--- config.mk ---
export PLATFORM = sky130hd
export DESIGN_NAME = ddr_burst_arb_flat
export DESIGN_NICKNAME = d
export VERILOG_FILES = /design/src/rtl/ddr_burst_arb_if.sv /design/src/rtl/ddr_burst_arb.sv /design/src/flat_wrapper.sv
export SDC_FILE = /design/constraint.sdc
export NUM_CORES = 1
export LEC_CHECK = 0
export BUFFER_PORTS_ARGS = -buffer_cell sky130_fd_sc_hd__buf_2
export CAP_MARGIN = 10
export CORE_MARGIN = 2
export CORE_UTILIZATION = 44
export DETAILED_ROUTE_END_ITERATION = 8
export PLACE_DENSITY_LB_ADDON = 0.2
export SLEW_MARGIN = 5
export SYNTH_ARGS = -nofsm -noshare
export SYNTH_HDL_FRONTEND = slang
export SYNTH_SLANG_ARGS = --single-unit
--- constraint.sdc ---
create_clock -name clk_ref -period 3.6 [get_ports clk_ref]
set_input_delay 0.72 -clock clk_ref [delete_from_list [all_inputs] [get_ports clk_ref]]
set_output_delay 0.72 -clock clk_ref [all_outputs]
set_load 0.05 [all_outputs]
--- src/rtl/ddr_burst_arb_if.sv ---
// rtl/ddr_burst_arb_if.sv - channel and DDR-controller signal bundle for ddr_burst_arb
interface ddr_burst_arb_if #(
  parameter int ADDR_W = 25,
  parameter int LEN_W  = 10
);
  logic [3:0]          ch_req;
  logic [4*ADDR_W-1:0] ch_addr;
  logic [4*LEN_W-1:0]  ch_len;
  logic [3:0]          ch_grant;
  logic [3:0]          ch_done;
  logic                ddr_wr_req;
  logic                ddr_rd_req;
  logic [ADDR_W-1:0]   ddr_addr;
  logic [LEN_W-1:0]    ddr_len;
  logic                ddr_wr_ack;
  logic                ddr_rd_ack;
  logic                ddr_wr_finish;
  logic                ddr_rd_finish;

  // Environment side: requesting channels plus the DDR controller
  modport master (
    output ch_req, ch_addr, ch_len,
    output ddr_wr_ack, ddr_rd_ack, ddr_wr_finish, ddr_rd_finish,
    input  ch_grant, ch_done, ddr_wr_req, ddr_rd_req, ddr_addr, ddr_len
  );

  // Arbiter side
  modport slave (
    input  ch_req, ch_addr, ch_len,
    input  ddr_wr_ack, ddr_rd_ack, ddr_wr_finish, ddr_rd_finish,
    output ch_grant, ch_done, ddr_wr_req, ddr_rd_req, ddr_addr, ddr_len
  );
endinterface

--- src/rtl/ddr_burst_arb.sv ---
// rtl/ddr_burst_arb.sv - 4-channel DDR burst arbiter; optional DDR_ARB_WR_PRIO_EN gives writes priority
module ddr_burst_arb #(
  parameter int ADDR_W  = 25,
  parameter int LEN_W   = 10,
  parameter int TIMEOUT = 4096
) (
  input  logic           clk_ref,
  input  logic           rst,
  input  logic           ddr_init_done,
  ddr_burst_arb_if.slave bus,
  output logic           err_timeout,
  output logic           busy
);
  localparam logic [1:0] S_IDLE  = 2'd0;
  localparam logic [1:0] S_LATCH = 2'd1;
  localparam logic [1:0] S_ISSUE = 2'd2;
  localparam logic [1:0] S_WAIT  = 2'd3;

  localparam int WD_W = (TIMEOUT > 1) ? $clog2(TIMEOUT) : 1;
  localparam logic [WD_W-1:0] WD_LAST = WD_W'(TIMEOUT - 1);

  logic [1:0]      state;
  logic [1:0]      rr_ptr;
  logic [1:0]      winner;
  logic [1:0]      pick;
  logic [3:0]      cand;
  logic [WD_W-1:0] wd;
  logic            is_wr;
  logic            ack;
  logic            fin;
  logic            wd_exp;

  // ch0/ch1 are write channels, ch2/ch3 read; only the matching ack/finish counts
  assign busy   = (state != S_IDLE);
  assign is_wr  = ~winner[1];
  assign ack    = is_wr ? bus.ddr_wr_ack : bus.ddr_rd_ack;
  assign fin    = is_wr ? bus.ddr_wr_finish : bus.ddr_rd_finish;
  assign wd_exp = (wd == WD_LAST);

  // Candidate set, then first requester scanning upward from rr_ptr modulo 4
  always_comb begin
    cand = bus.ch_req;
`ifdef DDR_ARB_WR_PRIO_EN
    if (bus.ch_req[1:0] != 2'b00) cand = {2'b00, bus.ch_req[1:0]};
`endif
    pick = rr_ptr;
    for (int i = 3; i >= 0; i--) begin
      if (cand[rr_ptr + 2'(i)]) pick = rr_ptr + 2'(i);
    end
  end

  // Burst sequencer: IDLE -> LATCH -> ISSUE -> WAIT -> IDLE, with watchdog abort
  always_ff @(posedge clk_ref) begin
    if (rst) begin
      state          <= S_IDLE;
      rr_ptr         <= 2'd0;
      winner         <= 2'd0;
      wd             <= '0;
      err_timeout    <= 1'b0;
      bus.ch_grant   <= 4'b0000;
      bus.ch_done    <= 4'b0000;
      bus.ddr_wr_req <= 1'b0;
      bus.ddr_rd_req <= 1'b0;
      bus.ddr_addr   <= '0;
      bus.ddr_len    <= '0;
    end else begin
      bus.ch_done <= 4'b0000;
      err_timeout <= 1'b0;
      case (state)
        S_IDLE: begin
          if (ddr_init_done && (bus.ch_req != 4'b0000)) begin
            winner <= pick;
            state  <= S_LATCH;
          end
        end
        S_LATCH: begin
          // Payload captured once here; later input changes are ignored
          bus.ddr_addr   <= bus.ch_addr[int'(winner)*ADDR_W +: ADDR_W];
          bus.ddr_len    <= bus.ch_len[int'(winner)*LEN_W +: LEN_W];
          bus.ch_grant   <= 4'b0001 << winner;
          bus.ddr_wr_req <= is_wr;
          bus.ddr_rd_req <= ~is_wr;
          wd             <= '0;
          state          <= S_ISSUE;
        end
        S_ISSUE, S_WAIT: begin
          if (fin && ((state == S_WAIT) || ack)) begin
            // Normal completion; ack+finish together also lands here
            bus.ch_done    <= bus.ch_grant;
            bus.ch_grant   <= 4'b0000;
            bus.ddr_wr_req <= 1'b0;
            bus.ddr_rd_req <= 1'b0;
            rr_ptr         <= winner + 2'd1;
            state          <= S_IDLE;
          end else if (wd_exp) begin
            // Watchdog abort: no ch_done, rotation still advances past the winner
            err_timeout    <= 1'b1;
            bus.ch_grant   <= 4'b0000;
            bus.ddr_wr_req <= 1'b0;
            bus.ddr_rd_req <= 1'b0;
            rr_ptr         <= winner + 2'd1;
            state          <= S_IDLE;
          end else begin
            wd <= wd + 1'b1;
            if ((state == S_ISSUE) && ack) begin
              bus.ddr_wr_req <= 1'b0;
              bus.ddr_rd_req <= 1'b0;
              state          <= S_WAIT;
            end
          end
        end
        default: state <= S_IDLE;
      endcase
    end
  end
endmodule

--- src/flat_wrapper.sv ---
// flat-port wrapper written by rule: the top's interface ports become plain ports
module ddr_burst_arb_flat 
#(
  parameter int ADDR_W  = 25,
  parameter int LEN_W   = 10,
  parameter int TIMEOUT = 4096
)
  (clk_ref, rst, ddr_init_done, err_timeout, busy, bus_ch_req, bus_ch_addr, bus_ch_len, bus_ddr_wr_ack, bus_ddr_rd_ack, bus_ddr_wr_finish, bus_ddr_rd_finish, bus_ch_grant, bus_ch_done, bus_ddr_wr_req, bus_ddr_rd_req, bus_ddr_addr, bus_ddr_len);
  ddr_burst_arb_if #(.ADDR_W(ADDR_W), .LEN_W(LEN_W)) bus_i ();
  input  logic clk_ref;
  input  logic rst;
  input  logic ddr_init_done;
  output logic err_timeout;
  output logic busy;
  input wire logic [$bits(bus_i.ch_req)-1:0] bus_ch_req;
  input wire logic [$bits(bus_i.ch_addr)-1:0] bus_ch_addr;
  input wire logic [$bits(bus_i.ch_len)-1:0] bus_ch_len;
  input wire logic [$bits(bus_i.ddr_wr_ack)-1:0] bus_ddr_wr_ack;
  input wire logic [$bits(bus_i.ddr_rd_ack)-1:0] bus_ddr_rd_ack;
  input wire logic [$bits(bus_i.ddr_wr_finish)-1:0] bus_ddr_wr_finish;
  input wire logic [$bits(bus_i.ddr_rd_finish)-1:0] bus_ddr_rd_finish;
  output wire logic [$bits(bus_i.ch_grant)-1:0] bus_ch_grant;
  output wire logic [$bits(bus_i.ch_done)-1:0] bus_ch_done;
  output wire logic [$bits(bus_i.ddr_wr_req)-1:0] bus_ddr_wr_req;
  output wire logic [$bits(bus_i.ddr_rd_req)-1:0] bus_ddr_rd_req;
  output wire logic [$bits(bus_i.ddr_addr)-1:0] bus_ddr_addr;
  output wire logic [$bits(bus_i.ddr_len)-1:0] bus_ddr_len;
  assign bus_i.ch_req = bus_ch_req;
  assign bus_i.ch_addr = bus_ch_addr;
  assign bus_i.ch_len = bus_ch_len;
  assign bus_i.ddr_wr_ack = bus_ddr_wr_ack;
  assign bus_i.ddr_rd_ack = bus_ddr_rd_ack;
  assign bus_i.ddr_wr_finish = bus_ddr_wr_finish;
  assign bus_i.ddr_rd_finish = bus_ddr_rd_finish;
  assign bus_ch_grant = bus_i.ch_grant;
  assign bus_ch_done = bus_i.ch_done;
  assign bus_ddr_wr_req = bus_i.ddr_wr_req;
  assign bus_ddr_rd_req = bus_i.ddr_rd_req;
  assign bus_ddr_addr = bus_i.ddr_addr;
  assign bus_ddr_len = bus_i.ddr_len;
  ddr_burst_arb #(.ADDR_W(ADDR_W), .LEN_W(LEN_W), .TIMEOUT(TIMEOUT)) u_core (.clk_ref(clk_ref), .rst(rst), .ddr_init_done(ddr_init_done), .bus(bus_i), .err_timeout(err_timeout), .busy(busy));
endmodule
== Word-level counts from Yosys, hierarchy flattened ==
Index checks and enable logic that the tools add are counted.
Storage, ports and cells
  word-level logic and storage cells: 88
  input port bits: 151
  bits in registers: 64
Cells by class
  add/sub/neg operators: 5
  shift-type cells: 3
  bitwise gates (word level): 3
  eq/ne operators: 9
  reductions and logical operators: 18
  multiplexer cells: 33
  order comparisons: 4
  $mul: 2
Operator list (number)
  100-bit by 32-bit variable part select with 25-bit output: 1
  40-bit by 32-bit variable part select with 10-bit output: 1
  12-bit two-way mux: 2
  12-bit case mux with 2 select lines: 1
  2-bit two-way mux: 10
  12-bit by 1-bit adder with 12-bit output (second input constant): 1
  12-bit == test (second input constant): 1
  2-bit by 3-bit less-than comparator with 1-bit output (second input constant): 4
  1-bit two-way mux: 10
  2-bit AND reduction: 5
  1-bit binary-select mux with 2-bit select: 4
  4-bit two-way mux: 2
  4-bit case mux with 2 select lines: 1
  2-bit by 5-bit multiplier with 7-bit output (second input constant): 1
  2-bit case mux with 3 select lines: 1
  2-bit nonzero test: 3
  3-bit OR reduction: 2
  2-bit by 3-bit multiplier with 5-bit output (second input constant): 1
  2-bit by 1-bit adder with 2-bit output (second input constant): 2
  2-bit adder (second input constant): 2
  2-bit == test (second input constant): 2
  2-bit inequality test (second input constant): 2
  4-bit by 1-bit inequality test with 1-bit output (second input constant): 1
  1-bit case mux with 2 select lines: 2
  other kinds (11): 15

== Depth between registers and ports, before layout ==
  depth after elaboration: 7
  gate-level depth with buffers: 7
  gate-level depth less buffers: 6

== Least setup slack after synthesis ==
Ideal clock, no wire load.
  path type: in2reg
  start: input port bus_ddr_wr_ack
  end: register u_core.wd[2]
  arrival: 1.825 ns
  path buffers: 1
  cell stages on the path: 6
  setup slack: 1.705 ns
  path through: o21ai_1 -> o221ai_2 -> o21a_4 -> buf_8 -> or3_1 -> a21oi_1
Between the ends
  longest elaborated chain between the ends: 5
RTL lines
  start: declaration: RTL line flat_wrapper.sv:18  | input wire logic [$bits(bus_i.ddr_wr_ack)-1:0] bus_ddr_wr_ack;
  1-bit two-way mux: RTL line ddr_burst_arb.sv:36  | assign ack = is_wr ? bus.ddr_wr_ack : bus.ddr_rd_ack;
  1-bit logical OR: RTL line ddr_burst_arb.sv:87  | if (fin && ((state == S_WAIT) || ack)) begin
  1-bit logical AND: RTL line ddr_burst_arb.sv:87
  2-bit inequality test (no line)
  3-bit AND reduction (no line)
  end signal: assignment: RTL line ddr_burst_arb.sv:104  | wd <= wd + 1'b1;
  end: declaration: RTL line ddr_burst_arb.sv:27  | logic [WD_W-1:0] wd;
No other way between the ends.
A chain may end at the register's enable or synchronous reset.

== Final worst setup path ==
  start: register u_core.state[1]
  end: output port busy
Between the ends
  longest elaborated chain between the ends: 1
RTL lines
  start: declaration: RTL line ddr_burst_arb.sv:22  | logic [1:0] state;
  start signal: assignment: RTL line ddr_burst_arb.sv:55  | state <= S_IDLE;
  start signal: assignment: RTL line ddr_burst_arb.sv:73  | state <= S_LATCH;
  start signal: assignment: RTL line ddr_burst_arb.sv:84  | state <= S_ISSUE;
  2-bit nonzero test: RTL line ddr_burst_arb.sv:34  | assign busy = (state != S_IDLE);
  end: declaration: RTL line flat_wrapper.sv:14  | output logic busy;
No other way between the ends.

==> impl_metrics.env <==
export IMPL_dp_hpwl_um=7130
export IMPL_antenna_found_initial=0
export IMPL_die_w_um=93.0
export IMPL_io_buffers=197
export IMPL_crit_family="flip-flops"
export IMPL_cp_depth=2
export IMPL_synthArstFlopShare_pct=0
export IMPL_via_count=3472
export IMPL_fin_worst_skew_ns=0.00756
export IMPL_core_rowCount=32
export IMPL_synth_nets=526
export IMPL_io_pins=198
export IMPL_critPathSlowestCell="dfxtp_1"
export IMPL_slowest_delay_ns=0.41
export IMPL_cp_required_ns=2.88
export IMPL_finalCriticalPeriod_ns=2.06
export IMPL_yosysWarnings=0
export IMPL_initial_core_util_pct=45.4
export IMPL_power_mw=2.16
export IMPL_crit_path_max_fanout=8
export IMPL_seq_area_frac_synth_pct=36.7
export IMPL_crit_path_end_kind="output port"
export IMPL_grtUsageMet3_pct=3.95
export IMPL_critPathArrivalTime_ns=1.34
export IMPL_ys_ff_latch=64
export IMPL_grtUsageMet1_pct=25.1
export IMPL_cts_made_buffers=9
export IMPL_ys_types=46
export IMPL_firstDrtPassIters=4
export IMPL_post_cts_resized=0
export IMPL_postCtsSetupBuffers=0
export IMPL_numClockSinks=64
export IMPL_hold_class="flip-flop to flip-flop"
export IMPL_switching_power_uw=805
export IMPL_outcome="completed"
export IMPL_grt_pass1_vias=3328
export IMPL_dieArea_sq_mm=0.00866
export IMPL_syn_area_sq_mm=0.00349
export IMPL_clk_latency_ns=0.33
export IMPL_fmax_ghz=0.486
export IMPL_clock_root_buffer="clkbuf_8"
export IMPL_min_period_over_period_pct=57.2
export IMPL_slew_viol_final=0
export IMPL_power_density_mw_per_mm2=459
export IMPL_grt_pass1_wl_um=14800
export IMPL_vias_per_cell=5.25
export IMPL_cts_tree="yes"
export IMPL_grt_busiest_layer="met2"
export IMPL_final_util_pct=61.1
export IMPL_p_sw_share_pct=37.4
export IMPL_hold_viol_final=0
export IMPL_num_antenna_cells=0
export IMPL_setup_worst_path_class="flip-flop to output port"
export IMPL_start_kind="flip-flop"
export IMPL_drtIter0Drc=112
export IMPL_met2_usage_pct=37.8
export IMPL_path_cells="or2_2 > buf_2"
export IMPL_pwr_share_seq_pct=38.9
export IMPL_drive_gt1_share_pct=47.0
export IMPL_synth_ff_type="dfxtp_1"
export IMPL_slew_headroom_pct=32.4
export IMPL_max_cap_viol_count=0
export IMPL_synthToLayoutAreaGrowth_pct=34.5
export IMPL_dieHeight_um=93.0
export IMPL_fp_coreArea_sq_mm=0.00769
export IMPL_whs_path_depth=2
export IMPL_antenna_left=0
export IMPL_track_usage_pct=21.3
export IMPL_setup_viol=0
export IMPL_fin_hold_ws_ns=0.450
export IMPL_avgSynthCellArea_sq_um=9.43
export IMPL_tns_ns=0
export IMPL_wl_per_cell_um=14.2
export IMPL_grt_overflow=0
export IMPL_grt_max_degree=56
export IMPL_ctsHoldBuffers=0
export IMPL_gp_congestion=0.831
export IMPL_internal_power_mw=1.35
export IMPL_synthCells=370
export IMPL_worst_slew_pin_slew_ns=1.01
export IMPL_cts_buffer_depth=2
export IMPL_drcViolationCount=0
export IMPL_pwr_share_clk_pct=26.3
export IMPL_r2r_cells=4
export IMPL_path_clk_slew_ns=0.06
export IMPL_vdd_drop_max_v=0.000184
export IMPL_rsz0062_at_grt="false"
export IMPL_crit_buf_inv=1
export IMPL_synth_edff_count=0
export IMPL_nets=710
export IMPL_drt_wl_total_um=9360
export IMPL_power_leakage_nw=2.07
export IMPL_power_combinational_fraction_pct=34.9
export IMPL_htree_levels=3
flip-flops by register name (all words and copies together), names as in the netlist:
signal / flops
u_core.bus.ch_done: 4
u_core.bus.ch_grant: 4
u_core.bus.ddr_addr: 25
u_core.bus.ddr_len: 10
u_core.bus.ddr_rd_req: 1
u_core.bus.ddr_wr_req: 1
u_core.err_timeout: 1
u_core.rr_ptr: 2
u_core.state: 2
u_core.wd: 12
u_core.winner: 2
per-stage QoR:
step	setup slack [ns]	cell area [sq um]	cells
3_5_place_dp	1.33	4510	645
5_1_grt	1.40	4690	661
4_1_cts	1.53	4690	661
6_report	1.54	4690	661
3_3_place_gp	1.34	4510	645
2_1_floorplan	1.71	3490	370
layout make-up:
| type | instances | area, sq um |
|---|---|---|
| clock buffers | 13 | 169 |
| inverters | 7 | 26.3 |
| repair buffers | 201 | 1020 |
| flip-flops and latches | 64 | 1280 |
| well taps | 102 | 128 |
| fillers | 710 | 2990 |
| multi-input cells | 271 | 2060 |
| clock inverters | 3 | 15.0 |
worst paths after layout:
path / from / endpoint / slack (ns)
hold reg to reg: u_core.bus.ddr_addr[15] / u_core.bus.ddr_addr[15] / 0.45
hold / removal: u_core.bus.ddr_addr[15] / u_core.bus.ddr_addr[15] / 0.45
setup reg to reg: u_core.winner[0] / u_core.bus.ddr_addr[15] / 1.58
setup / recovery: u_core.state[1] / busy / 1.54
cell usage in the layout, fill, tap and decap left out, drive strengths merged, types with 2 or more instances in the layout:
cell type,n
a21oi,52
o21ai,12
clkinv,3
buf,201
nor2,17
ha,5
mux2i,3
o2111ai,2
inv,7
or4,2
nor3,4
nand2,87
nor2b,6
nand4,2
a311oi,2
clkbuf,13
o211ai,2
mux4,35
o41ai,3
nand2b,2
or3,5
dfxtp,64
nand3,10
and2,4
Yosys cell counts (2+ instances only):
| library cell | n | area share [%] |
|---|---|---|
| nor2b_1 | 6 | 1.1 |
| o21ai_1 | 5 | 0.72 |
| nor2_1 | 17 | 1.8 |
| or3_1 | 5 | 0.90 |
| inv_1 | 7 | 0.75 |
| mux2i_1 | 3 | 0.86 |
| nand2b_1 | 2 | 0.36 |
| nand3_1 | 10 | 1.4 |
| o21ai_0 | 5 | 0.72 |
| o211ai_1 | 2 | 0.43 |
| or4_1 | 2 | 0.43 |
| a21oi_1 | 52 | 7.5 |
| o21ai_2 | 2 | 0.50 |
| buf_1 | 2 | 0.22 |
| dfxtp_1 | 64 | 37 |
| and2_1 | 4 | 0.72 |
| o41ai_1 | 3 | 0.75 |
| o2111ai_1 | 2 | 0.50 |
| nor3_1 | 3 | 0.43 |
| buf_2 | 7 | 1.0 |
| nand2_1 | 87 | 9.4 |
| a311oi_1 | 2 | 0.50 |
| mux4_2 | 35 | 23 |
| clkbuf_1 | 17 | 1.8 |
| ha_1 | 5 | 1.8 |
tightest hold or removal path: cells and delay by family (launching register included):
kind | cells | cell delay [ns]
flip-flops | 1 | 0.30
AND/OR/NAND/NOR | 1 | 0.05
AO/OA/AOI/OAI | 1 | 0.05
cell families (layout without fill, tap and decap cells):
kind of cell	count (synthesis)	count (layout)	share of synthesized area [%]
compound gates	83	83	14.3
fa+ha+maj	5	5	1.79
buf+inv	35	224	4.63
flops	64	64	36.7
mux	38	38	23.5
simple gates	145	145	19.0
per-layer routing:
layer / wire length [um] / vias up / part of all wire (%)
met1: 3690 / 1622 / 39
met3: 566 / 20 / 6.0
met4: 255 / 0 / 2.7
met5: 0 / - / 0
met2: 4850 / 124 / 52
li1: - / 1706 / -
power by group through the flow:
stage	clock network [mW]	logic, mW	registers (mW)
5_1_grt	0.611	0.811	0.849
2_1_floorplan	0	0.372	1.03
3_5_place_dp	0	0.758	0.854
3_3_place_gp	0	0.746	0.849
6_report	0.566	0.751	0.838
4_1_cts	0.581	0.759	0.838
(Power assumes the default switching activity.)
